--- config.mk ---
export PLATFORM = sky130hd
export DESIGN_NAME = mult_share_arbiter
export DESIGN_NICKNAME = d
export VERILOG_FILES = /design/src/rtl/mult_share_arbiter.sv
export SDC_FILE = /design/constraint.sdc
export NUM_CORES = 1
export LEC_CHECK = 0
export CORE_MARGIN = 8
export CORE_UTILIZATION = 44
export CTS_BUF_LIST = sky130_fd_sc_hd__clkbuf_16
export DETAILED_ROUTE_END_ITERATION = 7
export PLACE_DENSITY_LB_ADDON = 0.2
export SLEW_MARGIN = 10
export SYNTH_ARGS = -nofsm -noshare
export SYNTH_HDL_FRONTEND = slang
export SYNTH_SLANG_ARGS = --single-unit
--- constraint.sdc ---
create_clock -name Clk -period 1.61 [get_ports Clk]
set_input_delay 0.4025 -clock Clk [delete_from_list [all_inputs] [get_ports Clk]]
set_output_delay 0.4025 -clock Clk [all_outputs]
set_load 0.02 [all_outputs]
--- src/rtl/mult_share_arbiter.sv ---
// Round-robin arbiter that time-shares one shift-add multiplier among NREQ requesters.
// The granted requester's operands are captured once; the product is returned with a one-cycle done pulse.
module mult_share_arbiter #(
    parameter int WIDTH = 4,
    parameter int NREQ  = 4,
    parameter int CW    = 3
) (
    input  logic                    Clk,
    input  logic                    reset,
    input  logic [NREQ-1:0]         req,
    input  logic [NREQ*WIDTH-1:0]   mplier,
    input  logic [NREQ*WIDTH-1:0]   mcand,
    output logic [NREQ-1:0]         gnt,
    output logic                    busy,
    output logic [NREQ-1:0]         done,
    output logic [2*WIDTH-1:0]      product
);

    localparam int IW = (NREQ > 1) ? $clog2(NREQ) : 1;

    typedef enum logic [2:0] {
        S_IDLE  = 3'd0,
        S_TEST  = 3'd1,
        S_ADD   = 3'd2,
        S_SHIFT = 3'd3,
        S_DONE  = 3'd4
    } state_t;

    state_t               state_q, state_d;
    logic [NREQ-1:0]      gnt_q, gnt_d;
    logic [IW-1:0]        last_gnt_q, last_gnt_d;
    logic                 c_q, c_d;
    logic [WIDTH-1:0]     a_q, a_d;
    logic [WIDTH-1:0]     q_q, q_d;
    logic [WIDTH-1:0]     m_q, m_d;
    logic [CW-1:0]        count_q, count_d;
    logic [2*WIDTH-1:0]   product_q, product_d;

    logic                 hi_found, lo_found;
    logic [IW-1:0]        hi_idx, lo_idx, win_idx;
    logic [WIDTH-1:0]     sel_mplier, sel_mcand;

    always_ff @(posedge Clk or posedge reset) begin
        if (reset) begin
            state_q    <= S_IDLE;
            gnt_q      <= '0;
            last_gnt_q <= IW'(NREQ - 1);
            c_q        <= 1'b0;
            a_q        <= '0;
            q_q        <= '0;
            m_q        <= '0;
            count_q    <= '0;
            product_q  <= '0;
        end else begin
            state_q    <= state_d;
            gnt_q      <= gnt_d;
            last_gnt_q <= last_gnt_d;
            c_q        <= c_d;
            a_q        <= a_d;
            q_q        <= q_d;
            m_q        <= m_d;
            count_q    <= count_d;
            product_q  <= product_d;
        end
    end

    // Winner: lowest requester above last_gnt if any, otherwise lowest overall (wrap).
    always_comb begin
        hi_found   = 1'b0;
        lo_found   = 1'b0;
        hi_idx     = '0;
        lo_idx     = '0;
        sel_mplier = '0;
        sel_mcand  = '0;
        for (int i = 0; i < NREQ; i++) begin
            if (req[i] && (IW'(i) > last_gnt_q) && !hi_found) begin
                hi_found = 1'b1;
                hi_idx   = IW'(i);
            end
            if (req[i] && !lo_found) begin
                lo_found = 1'b1;
                lo_idx   = IW'(i);
            end
        end
        win_idx = hi_found ? hi_idx : lo_idx;
        for (int i = 0; i < NREQ; i++) begin
            if (IW'(i) == win_idx) begin
                sel_mplier = mplier[i*WIDTH +: WIDTH];
                sel_mcand  = mcand[i*WIDTH +: WIDTH];
            end
        end
    end

    always_comb begin
        state_d    = state_q;
        gnt_d      = gnt_q;
        last_gnt_d = last_gnt_q;
        c_d        = c_q;
        a_d        = a_q;
        q_d        = q_q;
        m_d        = m_q;
        count_d    = count_q;
        product_d  = product_q;
        case (state_q)
            S_IDLE: begin
                if (|req) begin
                    gnt_d      = {{(NREQ-1){1'b0}}, 1'b1} << win_idx;
                    last_gnt_d = win_idx;
                    m_d        = sel_mcand;
                    q_d        = sel_mplier;
                    c_d        = 1'b0;
                    a_d        = '0;
                    count_d    = '0;
                    state_d    = S_TEST;
                end
            end
            S_TEST: begin
                state_d = q_q[0] ? S_ADD : S_SHIFT;
            end
            S_ADD: begin
                {c_d, a_d} = {1'b0, a_q} + {1'b0, m_q};
                state_d    = S_SHIFT;
            end
            S_SHIFT: begin
                {c_d, a_d, q_d} = {1'b0, c_q, a_q, q_q[WIDTH-1:1]};
                count_d         = count_q + CW'(1);
                if (count_q == CW'(WIDTH - 1)) begin
                    // Capture the post-shift {A,Q}; the carry has already shifted into A.
                    product_d = {c_q, a_q, q_q[WIDTH-1:1]};
                    state_d   = S_DONE;
                end else begin
                    state_d = S_TEST;
                end
            end
            S_DONE: begin
                gnt_d   = '0;
                state_d = S_IDLE;
            end
            default: begin
                gnt_d   = '0;
                state_d = S_IDLE;
            end
        endcase
    end

    assign gnt     = gnt_q;
    assign busy    = (state_q != S_IDLE);
    assign done    = (state_q == S_DONE) ? gnt_q : '0;
    assign product = product_q;

endmodule

==> impl_metrics.env, run 1 <==
export IMPL_grt_use_total_pct=17.7
export IMPL_hpwl_um=4660
export IMPL_max_freq_mhz=582
export IMPL_worstReg2RegEnd="q_q[2]"
export IMPL_clock_path_buffers=2
export IMPL_die_x_um=84.9
export IMPL_wl_per_cell_um=17.3
export IMPL_numClockSinks=33
export IMPL_synth_area_per_cell_um2=9.71
export IMPL_drt_first_pass_iters=5
export IMPL_grt_overflow=0
export IMPL_routed_wl_um=6440
export IMPL_ys_ff_latch=33
export IMPL_via_per_inst=5.68
export IMPL_finalCoreUtilization_pct=71.9
export IMPL_setup_slack_ns=-0.107
export IMPL_clk_pin_slew_ns=0.06
export IMPL_cts_buffers=5
export IMPL_period_share_pct=107
export IMPL_min_period_ns=1.72
export IMPL_crit_required_ns=1.82
export IMPL_synth_nets=260
export IMPL_htree_levels=2
export IMPL_numPortBuffers=54
export IMPL_hp_class="input pin to async pin"
export IMPL_gp_congestion=0.899
export IMPL_ios=55
export IMPL_hold_viol_final=0
export IMPL_synthCells=215
export IMPL_multi_input_area_um2=1340
export IMPL_r2r_start="state_q[0]"
export IMPL_grt_pass1_wl_um=10300
export IMPL_placed_cells=353
export IMPL_diodes=0
export IMPL_tightest_slew_ns=0.352
export IMPL_worstPathArrival_ns=1.93
export IMPL_fin_area_um2=3350
export IMPL_initial_core_util_pct=44.8
export IMPL_end_kind="flop"
export IMPL_die_area_um2=7200
export IMPL_hold_ws_ns=0.463
export IMPL_r2r_slack_ns=-0.11
export IMPL_slew_violations=0
export IMPL_syn_to_final_growth_pct=60.6
export IMPL_drive_above_1_share_pct=39.6
export IMPL_finalNetCount=362
export IMPL_path_max_fanout=6
export IMPL_p_leak_nw=1.55
export IMPL_ant_nets=0
export IMPL_worst_r2r_cell_count=5
export IMPL_synth_distinct_cells=53
export IMPL_die_h_um=84.9
export IMPL_grt_pass1_vias=2113
export IMPL_ff_latch_area_um2=828
export IMPL_layoutNonFillerInstCount=372
export IMPL_syn_area_um2=2090
export IMPL_fin_skew_ns=0.00617
export IMPL_pre_cts_ws_ns=-0.622
export IMPL_synth_warnings=0
export IMPL_cts_root_buf="clkbuf_16"
export IMPL_grt_setup_unrepaired="yes"
export IMPL_cts_hold_buf=0
export IMPL_synth_edf_count=0
export IMPL_tritoncts="done"
export IMPL_grt_max_degree=34
export IMPL_postPlaceCellArea_um2=2970
export IMPL_antenna_found_initial=0
export IMPL_async_reset_ff_share_pct=100
export IMPL_maxCapViolCount=0
export IMPL_clk_latency_ns=0.29
export IMPL_rows=25
export IMPL_nFillCells=335
export IMPL_finalSetupViolations=15
export IMPL_via_count=2114
export IMPL_violations="negative setup slack"
export IMPL_power_density_nw_per_um2=1670
export IMPL_slowest_stage="dfrtp_1"
export IMPL_crit_path_start_kind="flop"
export IMPL_cp_cell_sequence="or3_4, or2_4, a31oi_4, o221ai_2, o211ai_2"
export IMPL_drtIter0Drc=124
export IMPL_core_area_um2=4660
export IMPL_ys_flop_type="dfrtp_1"
export IMPL_ir_drop_uv=720
export IMPL_crit_type="flop to flop"
export IMPL_cpPeakStageDelay_ns=0.40
export IMPL_worst_slew_margin_rel_pct=76.4
export IMPL_outcome="complete, but fails checks"
export IMPL_drc_errors=0
export IMPL_ys_seq_area_share_pct=39.7
placed cells by master (no fill, tap or decap), types with 4 or more instances in the layout:
| master | count |
|---|---|
| buf_4 | 45 |
| clkdlybuf4s50_1 | 33 |
| dfrtp_1 | 31 |
| nand2_1 | 22 |
| buf_6 | 12 |
| dlygate4sd2_1 | 12 |
| nand3_1 | 9 |
| nor2_1 | 9 |
| mux2_2 | 9 |
| a21oi_2 | 7 |
| inv_1 | 6 |
| mux2i_1 | 6 |
| o21ai_1 | 6 |
| ha_1 | 6 |
| nor2_4 | 5 |
| a21oi_1 | 5 |
| clkbuf_16 | 5 |
| nand2b_1 | 4 |
| o21ai_0 | 4 |
| o21ai_2 | 4 |
| and3_1 | 4 |
what timing repair did:
item	4_1_cts	5_1_grt
pin swaps	11	13
setup endpoints to repair	39	29
resized for setup	63	43
gates cloned	1	0
setup buffers	5	6
synth_stat cells (3+ instances only):
cell type	number	area, µm²
a21oi_1	12	60.1
xnor2_1	3	26.3
dfrtp_1	31	776
o211ai_2	3	37.5
nor2_1	14	52.6
o21ai_1	6	30.0
nand3_1	9	45.0
mux2i_1	6	60.1
a22oi_1	3	22.5
buf_4	3	22.5
mux2_2	9	101
inv_1	7	26.3
a2bb2oi_1	3	26.3
nand2_1	23	86.3
clkbuf_1	3	11.3
buf_2	4	20.0
o21ai_0	8	40.0
o21bai_1	3	22.5
o221ai_2	4	60.1
nor2b_1	4	25.0
ha_1	6	75.1
a32oi_1	3	26.3
and3_1	6	37.5
a21o_1	3	22.5
nand2b_1	4	25.0
routing by layer:
| metal | track usage, % | vias to the layer above | routed length, µm |
|---|---|---|---|
| met3 | 5.89 | 11 | 484 |
| met2 | 27.9 | 80 | 3080 |
| met1 | 21.9 | 1023 | 2780 |
| met4 | 6.15 | 0 | 91 |
| li1 | - | 1000 | - |
| met5 | 0 | - | 0 |
how the worst max path moves through the flow:
stage | startpoint | endpoint | slack, ns
after floorplan | state_q[1] | q_q[0] | -0.04
after global placement | req[2] | q_q[3] | -0.62
after detailed placement | req[1] | m_q[0] | -0.62
after CTS | state_q[0] | q_q[2] | -0.12
after global routing | state_q[0] | q_q[2] | -0.21
final | state_q[0] | q_q[2] | -0.11
cells by family (layout without fill, tap and decap cells):
| logic type | after synthesis | in the layout | share of synthesized area, % |
|---|---|---|---|
| DFF | 33 | 33 | 39.7 |
| muxes | 15 | 15 | 7.73 |
| xor gates and xnor gates | 3 | 3 | 1.26 |
| adders and majority gates | 7 | 7 | 4.56 |
| buffers and inverters | 19 | 122 | 4.62 |
| and+or+nand+nor | 72 | 72 | 17.9 |
| AOI/OAI and AO/OA | 66 | 66 | 24.2 |
where the power goes:
group / internal [mW] / leakage (nW) / switching (mW) / total (mW)
clock network: 0.567 / 0.0712 / 0.367 / 0.934
registers: 1.20 / 0.417 / 0.281 / 1.48
logic: 1.58 / 1.06 / 1.59 / 3.17
sequential cells by signal, indices dropped and copies added, names as in the netlist:
register,flops
c_q,1
q_q,4
count_q,3
m_q,4
last_gnt_q,2
gnt,4
a_q,4
product,8
state_q,3
cell type report:
| type | instances | share of cell area, % |
|---|---|---|
| sequential | 33 | 24.7 |
| tap | 54 | 2.02 |
| inverter | 7 | 0.784 |
| timing repair buffer | 107 | 28.3 |
| clock inverter | 3 | 0.523 |
| multi-input combinational | 163 | 39.9 |
| clock buffer | 5 | 3.73 |
through the flow:
| step | TNS, ns | total power, mW |
|---|---|---|
| after floorplan | -0.164 | 3.12 |
| after global placement | -12.05 | 4.18 |
| after detailed placement | -12.40 | 4.25 |
| after CTS | -0.552 | 5.35 |
| after global routing | -1.71 | 5.94 |
| final | -0.779 | 5.58 |
critical path, delay by kind of cell (launching register included):
| family | cells | cell delay, ns |
|---|---|---|
| AO/OA/AOI/OAI | 3 | 0.59 |
| AND/OR/NAND/NOR | 2 | 0.65 |
| flip-flops | 1 | 0.40 |
(Power assumes the default switching activity.)
==> inputs of run 2 (changes only) <==
CAP_MARGIN = 20   (was default)
==> results of run 2 <==
No change in the layout: final DEF, timing and power equal those of run 1.
